**config.mk**
```make
export PLATFORM = sky130hd
export DESIGN_NAME = mem_bus_arbiter
export DESIGN_NICKNAME = d
export VERILOG_FILES = /design/src/rtl/mem_bus_arbiter.sv
export SDC_FILE = /design/constraint.sdc
export NUM_CORES = 1
export LEC_CHECK = 0
export BUFFER_PORTS_ARGS = -buffer_cell sky130_fd_sc_hd__buf_4
export CELL_PAD_IN_SITES_DETAIL_PLACEMENT = 1
export CELL_PAD_IN_SITES_GLOBAL_PLACEMENT = 1
export CORE_ASPECT_RATIO = 0.5
export CORE_MARGIN = 8
export CORE_UTILIZATION = 31
export DETAILED_ROUTE_END_ITERATION = 6
export PLACE_DENSITY_LB_ADDON = 0.08
export SYNTH_ARGS = -nofsm -noshare
export SYNTH_HDL_FRONTEND = slang
export SYNTH_SLANG_ARGS = --single-unit
```
**constraint.sdc**
```tcl
create_clock -name clk -period 3.26 [get_ports clk]
set_clock_uncertainty 0.1 [all_clocks]
set_input_delay 0.652 -clock clk [delete_from_list [all_inputs] [get_ports clk]]
set_output_delay 0.652 -clock clk [all_outputs]
set_load 0.005 [all_outputs]
```
**src/rtl/mem_bus_arbiter.sv**
```systemverilog
// Arbitrates the single-port program/data RAM between the CPU port and the loader/debug port.
// Optional build macro ARB_ROUND_ROBIN_EN: alternate grants under contention instead of fixed CPU priority.
module mem_bus_arbiter #(
  parameter int AW      = 16,
  parameter int DW      = 16,
  parameter int TIMEOUT = 15
) (
  input  logic          clk,
  input  logic          Reset,
  input  logic          cpu_req,
  input  logic          cpu_we,
  input  logic [AW-1:0] cpu_addr,
  input  logic [DW-1:0] cpu_wdata,
  output logic [DW-1:0] cpu_rdata,
  output logic          cpu_ack,
  input  logic          ld_req,
  input  logic          ld_we,
  input  logic [AW-1:0] ld_addr,
  input  logic [DW-1:0] ld_wdata,
  output logic [DW-1:0] ld_rdata,
  output logic          ld_ack,
  output logic          readMem,
  output logic          wren,
  output logic [AW-1:0] address,
  output logic [DW-1:0] data,
  input  logic [DW-1:0] mem_rdata,
  input  logic          memDataReady,
  output logic          busy,
  output logic          timeout_err
);

  typedef enum logic [1:0] {IDLE, ACCESS, DONE} state_t;

  localparam logic [7:0] CNT_LAST = 8'(TIMEOUT - 1);

  state_t        state, state_n;
  logic          readMem_n, wren_n, cpu_ack_n, ld_ack_n, busy_n, timeout_err_n;
  logic [AW-1:0] address_n;
  logic [DW-1:0] data_n, cpu_rdata_n, ld_rdata_n;
  logic          last_ld, last_ld_n;   // 1 = loader held the most recent grant
  logic          gnt_ld, gnt_ld_n;     // requester owning the current access
  logic [7:0]    wait_cnt, wait_cnt_n;
  logic          pick_ld;

`ifdef ARB_ROUND_ROBIN_EN
  assign pick_ld = ld_req && (!cpu_req || !last_ld);
`else
  assign pick_ld = ld_req && !cpu_req;
`endif

  always_ff @(posedge clk) begin
    if (Reset) begin
      state       <= IDLE;
      readMem     <= 1'b0;
      wren        <= 1'b0;
      cpu_ack     <= 1'b0;
      ld_ack      <= 1'b0;
      busy        <= 1'b0;
      timeout_err <= 1'b0;
      address     <= '0;
      data        <= '0;
      cpu_rdata   <= '0;
      ld_rdata    <= '0;
      last_ld     <= 1'b1;
      gnt_ld      <= 1'b0;
      wait_cnt    <= '0;
    end else begin
      state       <= state_n;
      readMem     <= readMem_n;
      wren        <= wren_n;
      cpu_ack     <= cpu_ack_n;
      ld_ack      <= ld_ack_n;
      busy        <= busy_n;
      timeout_err <= timeout_err_n;
      address     <= address_n;
      data        <= data_n;
      cpu_rdata   <= cpu_rdata_n;
      ld_rdata    <= ld_rdata_n;
      last_ld     <= last_ld_n;
      gnt_ld      <= gnt_ld_n;
      wait_cnt    <= wait_cnt_n;
    end
  end

  always_comb begin
    state_n       = state;
    readMem_n     = readMem;
    wren_n        = wren;
    cpu_ack_n     = cpu_ack;
    ld_ack_n      = ld_ack;
    busy_n        = busy;
    timeout_err_n = timeout_err;
    address_n     = address;
    data_n        = data;
    cpu_rdata_n   = cpu_rdata;
    ld_rdata_n    = ld_rdata;
    last_ld_n     = last_ld;
    gnt_ld_n      = gnt_ld;
    wait_cnt_n    = wait_cnt;

    case (state)
      IDLE: begin
        if (cpu_req || ld_req) begin
          gnt_ld_n   = pick_ld;
          last_ld_n  = pick_ld;
          address_n  = pick_ld ? ld_addr  : cpu_addr;
          data_n     = pick_ld ? ld_wdata : cpu_wdata;
          readMem_n  = pick_ld ? !ld_we   : !cpu_we;
          wren_n     = pick_ld ? ld_we    : cpu_we;
          busy_n     = 1'b1;
          wait_cnt_n = '0;
          state_n    = ACCESS;
        end
      end
      ACCESS: begin
        // Ready takes precedence over a timeout landing in the same cycle.
        if (memDataReady) begin
          if (readMem) begin
            if (gnt_ld) ld_rdata_n  = mem_rdata;
            else        cpu_rdata_n = mem_rdata;
          end
          readMem_n = 1'b0;
          wren_n    = 1'b0;
          cpu_ack_n = !gnt_ld;
          ld_ack_n  = gnt_ld;
          state_n   = DONE;
        end else if (wait_cnt == CNT_LAST) begin
          if (readMem) begin
            if (gnt_ld) ld_rdata_n  = '1;
            else        cpu_rdata_n = '1;
          end
          readMem_n     = 1'b0;
          wren_n        = 1'b0;
          timeout_err_n = 1'b1;
          cpu_ack_n     = !gnt_ld;
          ld_ack_n      = gnt_ld;
          state_n       = DONE;
        end else begin
          wait_cnt_n = wait_cnt + 8'd1;
        end
      end
      DONE: begin
        cpu_ack_n = 1'b0;
        ld_ack_n  = 1'b0;
        busy_n    = 1'b0;
        state_n   = IDLE;
      end
      default: state_n = IDLE;
    endcase
  end

endmodule

```
Yosys cells after proc, flatten, opt, wreduce, memory -nomap -nowiden. Index checks and enable logic that the tools add are counted.

Bits in registers: 81. Input port bits: 87. Output and inout bits: 70. Logic and storage cells: 83.

Add/sub/neg operators: 1. Equality and inequality tests: 9. Multiplexer cells: 38. Bitwise operators: 2. Reduce and logical (&&, ||, !) cells: 20.

Operator list (count): $mux W16 (14); $mux W8 (3); $pmux W8 S2 (1); $mux W1 (11); $ne A2 B2 Y1 const B (5); $pmux W1 S2 (5); $reduce_and A5 Y1 (2); $add A8 B1 Y8 const B (1); $eq A8 B4 Y1 const B (1); $reduce_and A2 Y1 (4); $reduce_bool A2 Y1 (4); $mux W2 (3); $reduce_and A3 Y1 (2); $logic_not A1 Y1 (4); $pmux W2 S2 (1); $reduce_and A4 Y1 (1); $ne A3 B3 Y1 const B (1); $eq A2 B1 Y1 const B (1); $eq A2 B2 Y1 const B (1); $logic_not A2 Y1 (1); $not A1 Y1 (2); $logic_and A1 B1 Y1 (1); $logic_or A1 B1 Y1 (1).

Longest topological paths before layout.
Depth in word-level cells: 5. Depth in mapped cells: 7. Mapped depth without buffers: 6.

Worst setup path after synthesis. OpenSTA, ideal clock, no wires.

Kind: input to register. From: input memDataReady. To: register cpu_rdata[10]. Library setup time: 0.119 ns. Arrival time: 1.692 ns. Data required time: 3.041 ns. Path slack: 1.350 ns. Cell stages on the path: 5. Path buffers: 2. Cells stage by stage: inv_2 -> or4_1 -> buf_2 -> buf_2 -> o221a_2.

Longest elaborated chain between the ends: 2. Elaborated cells on any way between the ends: 4. Classes of those cells: eq/ne (1); mux (1); reduce/logical (2).

RTL lines: start: declaration (RTL line 27) `input logic memDataReady,`; $ne A2 B2 Y1 (no line) or $reduce_bool A2 Y1 (tied branches); $reduce_and A5 Y1 (no line); end signal: assignment (RTL line 77) `cpu_rdata <= cpu_rdata_n;`; end: declaration (RTL line 14) `output logic [DW-1:0] cpu_rdata,`.

Several ways; a longest one is shown, not always the timed one. A chain may end at the register's enable or synchronous reset.

Worst setup path after layout.
From: register wait_cnt[0]. To: register cpu_rdata[15].

Longest elaborated chain between the ends: 3. Elaborated cells on any way between the ends: 4. Classes of those cells: eq/ne (2); reduce/logical (2).

RTL lines: start: declaration (RTL line 42) `logic [7:0] wait_cnt, wait_cnt_n;`; start signal: assignment (RTL line 81) `wait_cnt <= wait_cnt_n;`; $eq A8 B4 Y1 * (RTL line 127) `end else if (wait_cnt == CNT_LAST) begin`; $ne A2 B2 Y1 (no line) or $reduce_bool A2 Y1 (tied branches); $reduce_and A5 Y1 (no line) *.

Every way passes the cells marked *; elsewhere a longest branch is shown, timed or not.

==> impl_results.md <==
* Hold Startpoint: ld_rdata[10]
* Initial core utilization at 0.317
* Setup TNS at 0 ns
* # diodes at 0
* Post-synthesis adder-cell area fraction at 0.00721
* Layout cells sized above 1 at 0.394
* Util after Layout at 0.463
* Fmax at 0.456 GHz
* # placed instances at 634
* CTS Sinks at 81
* Leak pwr at 2.15 nW
* Ports at 157
* Worst hold margin at 0.362 ns
* Crit share post-route at 0.672
* Worst r2r src: wait_cnt[0]
* Prevailing post-synth register cell: dfxtp_1
* Via count at 3,215
* Max FO, Critical Path at 16
* Nature of the critical path endpoint: register
* Non-Filler Instances at 650
* # rows at 27
* Hold_buf cts at 0
* Most common cell after layout, fill and taps aside: buf_4
* Worst-Skew Late Latency at 0.33 ns
* Clock Path Buffers at 2
* Main combinational cell family by area after synthesis: compound AO/OA/AOI/OAI gates
* CP required at 3.43 ns
* Syn-to-layout area delta at 45.9%
* FFs w/ async S/R, synth at 0
* Pre-antenna DRT Iters at 4
* Initial antenna violation count at 0
* Fin area at 5060 sq um
* Total global routing overflow at 0
* Antenna Nets Post-Route at 0
* GR Util met1 at 0.179
* Post-synthesis mux area share at 0.0952
* Synth Area in Compound Gates at 0.218
* Post-placement cell area at 4720 sq um
* Cell variety after synth at 44
* Final setup fails at 0
* Vias in the first global route at 3,493
* Syn avg cell area at 9.64 sq um
* Final GP Congestion at 0.720
* Endpoints failing hold at 0
* Worst Hold Class: reg2reg
* Core area at 10,900 sq um
* RSZ-0062 raised after global routing: no
* DR iter-0 viols at 120
* Critical path data arrival time at 2.37 ns
* Die area at 15,000 sq um
* Clock Root Buffer: clkbuf_16
* Post-synthesis sequential area ratio at 0.467
* First-pass GRT wire length at 18.1 mm
* Met2 Use GR at 0.219
* Post-synthesis register bit count at 81
* GRT Util Overall at 0.146
* DRC violations left at 0
* Number of flops mapped to enable cells by yosys at 0
* Via/cell ratio at 4.95
* Synth warn at 0
* Tmin final at 2.19 ns
* Die Y at 90.8 um
* Worst slew margin at 0.411
* Routed wire length at 10.9 mm
* Filler cell count at 1,238
* Commonest non-fill, non-tap cells in the layout: buf_4, dfxtp_1, nor2_1
* Post-CTS setup buffers at 0
* Outcome: completed
* Maximum vdd drop at 0.220 mV
* I/O Buffers at 156
* # nets final at 589
* DR WL/cell at 16.8 um
* # H-tree levels at 3
* Total CTS buffers at 9
* Worst Tran Pin Value at 0.877 ns
* Die W at 166 um
* Post-Syn Area at 3470 sq um
* Max-slew violation count at 0
* Setup crit start: wait_cnt[0]
* Post-Syn Nets at 449
* Startpoint types: register
* CTS tree: yes
* Pwr dens at 521 nW/um^2
* Gr busiest metal: met2
* DPL Wire Length at 8.15 mm
* Clock Pin Slew Worst Setup and Hold Paths at 0.06 ns
* Max Cap Violations at 0
* Cells after Synth at 360
* Post-CTS sizing at 0
* Kind of critical path: reg2reg
* Simple-Gate Fraction of Synth Area at 0.164
* Largest net degree at the start of global routing at 67
* Xor and xnor area share after synthesis at 0
* M3 GR Usage at 0.0795
-- through the flow --
step | setup slack (ns) | power [mW]
final | 1.07 | 2.64
after global routing | 0.918 | 2.78
after CTS | 1.08 | 2.68
after detailed placement | 0.909 | 1.50
after global placement | 0.941 | 1.50
after floorplan | 1.35 | 1.28
-- cell type report --
class / count / area (sq um) / share of cell area
repair buffers: 160 / 1200 / 0.237
flip-flops and latches: 81 / 1620 / 0.320
well taps: 145 / 181 / 0.0358
inverters: 5 / 18.8 / 0.00371
clock buffers: 11 / 243 / 0.0479
clock inverters: 5 / 103 / 0.0203
multi-input cells: 243 / 1700 / 0.335
-- cell families after synthesis --
| kind of cell | count (synthesis) |
|---|---|
| AND/OR/NAND/NOR | 112 |
| AO/OA/AOI/OAI | 96 |
| flip-flops | 81 |
| buffers and inverters | 36 |
| multiplexers | 33 |
| adder cells (fa/ha/maj) | 2 |
-- synthesized netlist by cell type, types with 5 or more instances --
library cell | n | share of area
dfxtp_1 | 81 | 0.47
nor2_1 | 51 | 0.055
mux2i_1 | 33 | 0.095
a211oi_1 | 32 | 0.069
nor3_1 | 18 | 0.026
o21a_1 | 17 | 0.037
clkbuf_1 | 13 | 0.014
o221a_2 | 13 | 0.042
buf_2 | 12 | 0.017
nand3_1 | 10 | 0.014
a21oi_1 | 9 | 0.013
nand2_1 | 9 | 0.0097
o21ai_0 | 5 | 0.0072
-- where the power goes --
group | total [mW] | internal (mW) | switching (mW)
Combinational | 0.382 | 0.205 | 0.177
Clock | 1.17 | 0.768 | 0.397
Sequential | 1.09 | 1.05 | 0.0414
-- worst paths after layout --
check | endpoint | slack, ns | cells past startpoint
worst min register to register | ld_rdata[10] | 0.36 | 1
worst min-delay path | ld_rdata[10] | 0.36 | 1
worst max register to register | cpu_rdata[15] | 1.07 | 6
worst max-delay path | cpu_rdata[15] | 1.07 | 6
-- metal layers --
| layer | up-vias | routed length (um) |
|---|---|---|
| met2 | 103 | 4650 |
| met3 | 5 | 1070 |
| met4 | 0 | 66 |
| met1 | 1487 | 5110 |
| li1 | 1620 | - |
| met5 | - | 0 |
-- registers in the layout, indices dropped and copies added, names as in the netlist --
register and flops:
address 16, cpu_rdata 16, data 16, ld_rdata 16, wait_cnt 8, state 2, busy 1, cpu_ack 1
gnt_ld 1, ld_ack 1, readMem 1, timeout_err 1, wren 1
-- critical path: stages (launching register included) --
cell	delay, ns
dfxtp_1	0.36
inv_1	0.11
ha_1	0.17
and3_1	0.22
a21oi_2	0.17
nor4_4	0.70
o221a_2	0.31
No activity file was read; power rests on OpenSTA's default activity.
